## config.mk

```make
export PLATFORM = sky130hd
export DESIGN_NAME = gain_ramp
export DESIGN_NICKNAME = d
export VERILOG_FILES = /design/src/rtl/gain_pkg.sv /design/src/rtl/gain_ramp.sv
export SDC_FILE = /design/constraint.sdc
export NUM_CORES = 1
export LEC_CHECK = 0
export ABC_AREA = 1
export ABC_CLOCK_PERIOD_IN_PS = 5320
export BUFFER_PORTS_ARGS = -buffer_cell sky130_fd_sc_hd__buf_2
export CORE_MARGIN = 3
export CORE_UTILIZATION = 45
export DETAILED_ROUTE_END_ITERATION = 8
export PLACE_DENSITY_LB_ADDON = 0.2
export SLEW_MARGIN = 25
export SYNTH_ARGS = -nofsm -noshare
export SYNTH_HDL_FRONTEND = slang
export SYNTH_SLANG_ARGS = --single-unit
```

## constraint.sdc

```tcl
create_clock -name clk -period 5.32 [get_ports clk]
set_input_delay 0.266 -clock clk [delete_from_list [all_inputs] [get_ports clk]]
set_output_delay 0.266 -clock clk [all_outputs]
set_load 0.01 [all_outputs]
```

## src/rtl/gain_pkg.sv

```systemverilog
// Shared Q4.12 coefficient types used by gain, gain_ramp and the neighbouring stages.
package gain_pkg;

    typedef logic signed [15:0] q4_12_t;

    localparam int     FRAC_BITS = 12;
    localparam q4_12_t UNITY     = 16'sh1000;

    typedef enum logic [1:0] {
        IDLE,
        UP,
        DOWN
    } ramp_state_t;

endpackage

```

## src/rtl/gain_ramp.sv

```systemverilog
// Steps the gain coefficient toward a latched Q4.12 target by STEP per sample tick,
// flagging an active ramp and pulsing once when the target is reached.
module gain_ramp
    import gain_pkg::*;
#(
    parameter int     STEP       = 16,
    parameter q4_12_t RESET_GAIN = UNITY
) (
    input  logic               clk,
    input  logic               rst,
    input  logic signed [15:0] target_gain,
    input  logic               target_load,
    input  logic               sample_tick,
    output logic signed [15:0] gain_out,
    output logic               ramping,
    output logic               settled
);

    localparam logic signed [16:0] STEP_W = 17'(STEP);

    q4_12_t      cur;
    q4_12_t      tgt;
    q4_12_t      eff_tgt;
    q4_12_t      next_cur;
    ramp_state_t state;

    // 17-bit intermediates keep cur +/- STEP from wrapping before the clamp.
    function automatic q4_12_t step_toward(input q4_12_t from, input q4_12_t to,
                                           input ramp_state_t dir);
        logic signed [16:0] wide_from;
        logic signed [16:0] wide_to;
        logic signed [16:0] wide_next;
        wide_from = {from[15], from};
        wide_to   = {to[15], to};
        case (dir)
            UP: begin
                wide_next = wide_from + STEP_W;
                if (wide_next > wide_to) wide_next = wide_to;
            end
            DOWN: begin
                wide_next = wide_from - STEP_W;
                if (wide_next < wide_to) wide_next = wide_to;
            end
            default: wide_next = wide_from;
        endcase
        return q4_12_t'(wide_next[15:0]);
    endfunction

    // A load in the same cycle as a tick steers that tick toward the new target.
    always_comb begin
        eff_tgt = target_load ? target_gain : tgt;
        if (cur < eff_tgt)      state = UP;
        else if (cur > eff_tgt) state = DOWN;
        else                    state = IDLE;
        next_cur = sample_tick ? step_toward(cur, eff_tgt, state) : cur;
    end

    always_ff @(posedge clk) begin
        if (rst) begin
            cur     <= RESET_GAIN;
            tgt     <= RESET_GAIN;
            ramping <= 1'b0;
            settled <= 1'b0;
        end else begin
            cur     <= next_cur;
            tgt     <= eff_tgt;
            ramping <= (next_cur != eff_tgt);
            settled <= (next_cur != cur) && (next_cur == eff_tgt);
        end
    end

    assign gain_out = cur;

endmodule

```

Word-level counts from Yosys, hierarchy flattened:

Cells that the tools add are included.

* logic and storage cells: 23
* output and inout bits: 18
* flip-flop bits (word level): 34

* muxes and demuxes: 7
* magnitude comparators: 4
* reductions and logical operators: 1
* eq/ne operators: 5
* add/subtract/negate cells: 2

Operators by type and width (number)
* $mux 16: 4
* $ne 16x16->1: 2
* $pmux 16 s2: 1
* $add 16x6->17 const B: 1
* $gt 17x16->1: 1
* $lt 17x16->1: 1
* $sub 16x6->17 const B: 1
* $eq 16x16->1: 1
* $gt 16x16->1: 1
* $lt 16x16->1: 1
* $mux 2: 2
* $eq 2x1->1 const B: 1
* $eq 2x2->1 const B: 1
* $logic_and 1x1->1: 1

Logic depth before layout (Yosys ltp):

* depth in word-level cells: 9
* mapped depth: 31

Worst setup path before layout:

Ideal clock, no wire load.

* path kind: flip-flop to flip-flop
* from: register cur[6] (netlist: gain_out[6])
* to: register settled
* data required time: 5256 ps
* buffers on the path: 2
* cell stages (with the launch flop): 31
* slack: 1901 ps
* data arrival time: 3355 ps
* setup time: 64 ps
* path through: dfxtp_1 buf_2 inv_1 nor3_1 nand2_1 nor2_1 nand3_1 xor2_1 inv_1 ha_1 nand2_1 inv_2 nand2_1 nor2_1 nand2_1 nor2_2 nor2_1 nand2_2 nand2_4 buf_6 nand2_1 nand3_1 nand3_2 nand2_1 nand2_1 nand2_1 nor2_1 nand2_1 nor2_2 nand3_1 nor2_1

* word-level cells in the longest chain between the ends: 8
* elaborated cells on any way between the ends: 17
* classes of those cells: add/sub: 2; order compare: 4; eq/ne: 4; mux: 6; reduce/logical: 1

Ends and longest elaborated chain
* start, declared: line gain_ramp.sv:21 `q4_12_t cur;`
* start signal, assigned: line gain_ramp.sv:65 `cur <= next_cur;`
* branches (longest 7 deep; another with $sub 16x6->17)
* $logic_and 1x1->1 (*): line gain_ramp.sv:68 `settled <= (next_cur != cur) && (next_cur == eff_tgt);`
* end signal, assigned: line gain_ramp.sv:68
* end, declared: line gain_ramp.sv:16 `output logic settled`

Every way passes the cells marked *.
A chain may end at the register's enable or synchronous reset.

Final worst setup path:

* from: input target_load
* to: register settled

* word-level cells in the longest chain between the ends: 9
* elaborated cells on any way between the ends: 16
* classes of those cells: order compare: 4; eq/ne: 4; mux: 7; reduce/logical: 1

Ends and longest elaborated chain
* start, declared: line gain_ramp.sv:12 `input logic target_load,`
* $mux 16 (*): line gain_ramp.sv:51 `eff_tgt = target_load ? target_gain : tgt;`
* $gt 16x16->1: line gain_ramp.sv:53 `else if (cur > eff_tgt) state = DOWN;`
* $mux 2: line gain_ramp.sv:53
* $mux 2: line gain_ramp.sv:52 `if (cur < eff_tgt) state = UP;`
* $eq 2x2->1 / $eq 2x1->1 (equally long branches): line gain_ramp.sv:35 `case (dir)`
* $pmux 16 s2: line gain_ramp.sv:35
* $mux 16: line gain_ramp.sv:55 `next_cur = sample_tick ? step_toward(cur, eff_tgt, state) : cur;`
* $ne 16x16->1 / $eq 16x16->1 (equally long branches): line gain_ramp.sv:68
* $logic_and 1x1->1 (*): line gain_ramp.sv:68

Every way passes the cells marked *; elsewhere a longest branch is shown, timed or not.

==> results.toml <==
[timing]
setup_tns_ps = 0
hold_viol_final = 0
finalWorstSetupSlack_ps = 804
period_minus_slack_ps = 4520
rsz0062_at_grt = "false"
fin_crit_sh = 0.849
drv_slew = 0
fmax_mhz = 221
fin_skew_ps = 11.5
setup_violations = 0
worst_pin_slew_ps = 804
relSlewSlack = 0.460

[synth]
yosysSeqAreaShare = 0.172
syn_area_per_cell_sq_um = 5.94
synth_cell_types = 31
syn_nets = 728
syn-cell-area_sq_um = 3950
ys_seq_elements = 34
ys_warn_count = 0
synthCells = 665

[worst_hold_path]
min_from = "target_gain[2]"
hold_class = "in2reg"

[global_route]
grt_pass1_wl_microns = 20500
grt_max_degree = 33
first_global_vias = 4002
grt_usage = 0.261
grt-ovfl-total = 0
antenna_found_initial = 0

[clock_tree]
clk_pin_slew_ps = 90
cts_buffer_depth = 2
cts_resized = 0
numCtsBuffers = 5
cts_tree = "done"
root_buffer = "clkbuf_8"
clock-sinks = 34
insertion_delay_ps = 300
hold_buffers = 0
post_cts_buffers = 0
h-tree-depth = 2

[route]
avgViaCountPerCell = 5.54
drt_wl_total_microns = 12800
drt_iter0_drc = 224
ant_nets = 0
drtPass1Iterations = 5
drc = 0
routedWlPerCell_microns = 15.9
dr_total_vias = 4447

[setup_path]
critPathTopFamily = "simple AND/OR/NAND/NOR gates"
crit_arrival_ps = 4720
cp-startpoint = "target_load"
crit_path_frequent_cell = "nand2_1"
critPathKind = "in2reg"
r2r_start = "gain_out[4]"
worstPathCellList = "buf_2 > inv_1 > or2_2 > o21ai_1 > ha_1 > nand2_1 > inv_1 > nand2_1 > nand2_1 > a21oi_1 > nand3_1 > nand2_2 > nand2_4 > o21ai_4 > inv_2 > nand3_1 > nor2_1 > nand2_1 > nand4_1 > nor2_1 > nand2_1 > nor2_1 > nor2_1"
start_kind = "input pin"
cp_max_fo = 22
cp_num_buf_inv = 4
slowest_stage = "o21ai_4"
slowest_delay_ps = 460
crit_path_end_kind = "flop"
cp.required_ps = 5530

[power]
power.internal_uw = 841
leakagePower_nw = 2.40
p_sw_frac = 0.546
irDropWorstVdd_mv = 0.183
power_density_nw_per_um2 = 429
p_seq_frac = 0.194
clockPowerShare = 0.139
p_comb_frac = 0.667
net-switching-power_mw = 1.01

[floorplan]
dieArea_sq_um = 9940
die_w_microns = 99.7
coreArea_sq_um = 8380
io_pins = 38
initial_core_util = 0.471
rows = 33
die_height_microns = 99.7

[run]
cap_viol_max_count = 0

[placement]
gp_congestion = 1.01
dp_hpwl_microns = 10200
dp_slack_ps = 559
portBuffers = 37
place_area_sq_um = 4200

[finish]
ff_latch_area_sq_um = 681
multiInputGateArea_sq_um = 2840
utilization = 0.515
stdcell_area_sq_um = 4320
finalNetCount = 760
area_delta_synth_final_pct = 9.28
antenna_cells = 0
nFillCells = 891
final_layout_size_suffix_gt1_frac = 0.140

[outcome]
outcome = "finished clean"
## kinds of logic (layout without fill, tap and decap cells)
family | after synthesis | count (layout) | synth area share
simple gates | 420 | 420 | 0.482
buf+inv | 103 | 136 | 0.108
compound gates | 53 | 53 | 0.0741
fa+ha+maj | 43 | 43 | 0.136
flops | 34 | 34 | 0.172
xor+xnor | 12 | 12 | 0.0266
## worst reg2reg max path, cell delays in order, from the launching register on
cell	delay [ps]
dfxtp_1	410
inv_1	180
ha_1	250
nand2_1	120
nor2_1	230
nand2_1	160
a211oi_1	350
inv_1	90
ha_1	290
nand2_1	70
a21oi_1	60
nor2_1	100
nand2_1	70
nor2_2	160
nand2_1	90
nand2_1	250
nand2_2	230
nand2_1	140
nand3_1	300
nand3_1	180
nand2_1	70
nor2_1	100
nand3_1	120
nor2_2	180
nand3_1	90
nor2_1	100
## metal layers
metal / part of all wire / global-route usage / vias to the layer above
li1: - / - / 2204
met1: 0.42 / 0.328 / 2031
met2: 0.47 / 0.438 / 179
met3: 0.066 / 0.0337 / 33
met4: 0.045 / 0.126 / 0
met5: 0 / 0 / -
## worst paths after layout
path                 end  slack, ps  cells after the start
min               tgt[2]        400                      4
min reg2reg  gain_out[0]        520                      2
max reg2reg      settled        880                     25
max              settled        800                     23
## registers in the layout, indices dropped and copies added, names as in the netlist
signal / cells
tgt: 16
gain_out: 16
settled: 1
ramping: 1
## power groups by stage
| stage | Sequential, mW | Clock [mW] | Combinational, mW |
|---|---|---|---|
| CTS | 0.358 | 0.261 | 1.22 |
| floorplan | 0.349 | 0 | 0.941 |
| detailed placement | 0.364 | 0 | 1.22 |
| finish | 0.360 | 0.257 | 1.24 |
| global route | 0.367 | 0.272 | 1.40 |
| global placement | 0.362 | 0 | 1.20 |
## per-stage QoR
stage / power, mW / std cells / hold WS [ps]
after floorplan: 1.29 / 665 / 335
final: 1.85 / 803 / 397
after detailed placement: 1.58 / 795 / 506
after CTS: 1.84 / 803 / 398
after global routing: 2.03 / 803 / 449
after global placement: 1.57 / 795 / 493
## area by class of cell
cell class	instances	share of cell area
clock buffers	5	0.0159
clock inverters	3	0.0104
inverters	85	0.0739
multi-input cells	528	0.658
flip-flops and latches	34	0.158
well taps	105	0.0304
repair buffers	43	0.0533
## cells in the mapped netlist
master / count / area share
dfxtp_1: 34 / 0.17
nand4_1: 12 / 0.019
nand2_2: 3 / 0.0048
clkbuf_1: 7 / 0.0067
nand3_2: 9 / 0.023
nor3_2: 1 / 0.0025
nand3b_2: 1 / 0.0029
nand2_4: 2 / 0.0057
o21ai_4: 1 / 0.0041
buf_4: 1 / 0.0019
and2_1: 1 / 0.0016
o21ai_1: 15 / 0.019
buf_2: 6 / 0.0076
o21ai_2: 1 / 0.0022
or2_2: 17 / 0.027
a21o_1: 3 / 0.0057
nor2_2: 6 / 0.0095
buf_6: 4 / 0.011
nor2_4: 2 / 0.0057
o211ai_1: 1 / 0.0019
ha_1: 43 / 0.14
inv_2: 4 / 0.0038
xor2_1: 12 / 0.027
nand3_1: 104 / 0.13
nor2_1: 72 / 0.068
nor3_1: 1 / 0.0013
a211oi_1: 1 / 0.0019
inv_1: 81 / 0.077
nand2_1: 189 / 0.18
o21ai_0: 13 / 0.016
a21oi_1: 18 / 0.023
## cell usage in the layout, fill, tap and decap left out, types with 4 or more instances in the layout
master / n
or2_2: 17
o21ai_1: 15
inv_2: 4
clkbuf_8: 5
nand2_1: 189
inv_1: 81
buf_4: 6
nand3_2: 9
nand3_1: 104
o21ai_0: 13
a21oi_1: 18
nand4_1: 12
buf_2: 37
dfxtp_1: 34
nor2_1: 72
xor2_1: 12
nor2_2: 6
ha_1: 43
Note: power is estimated with default switching activity, not from simulation.
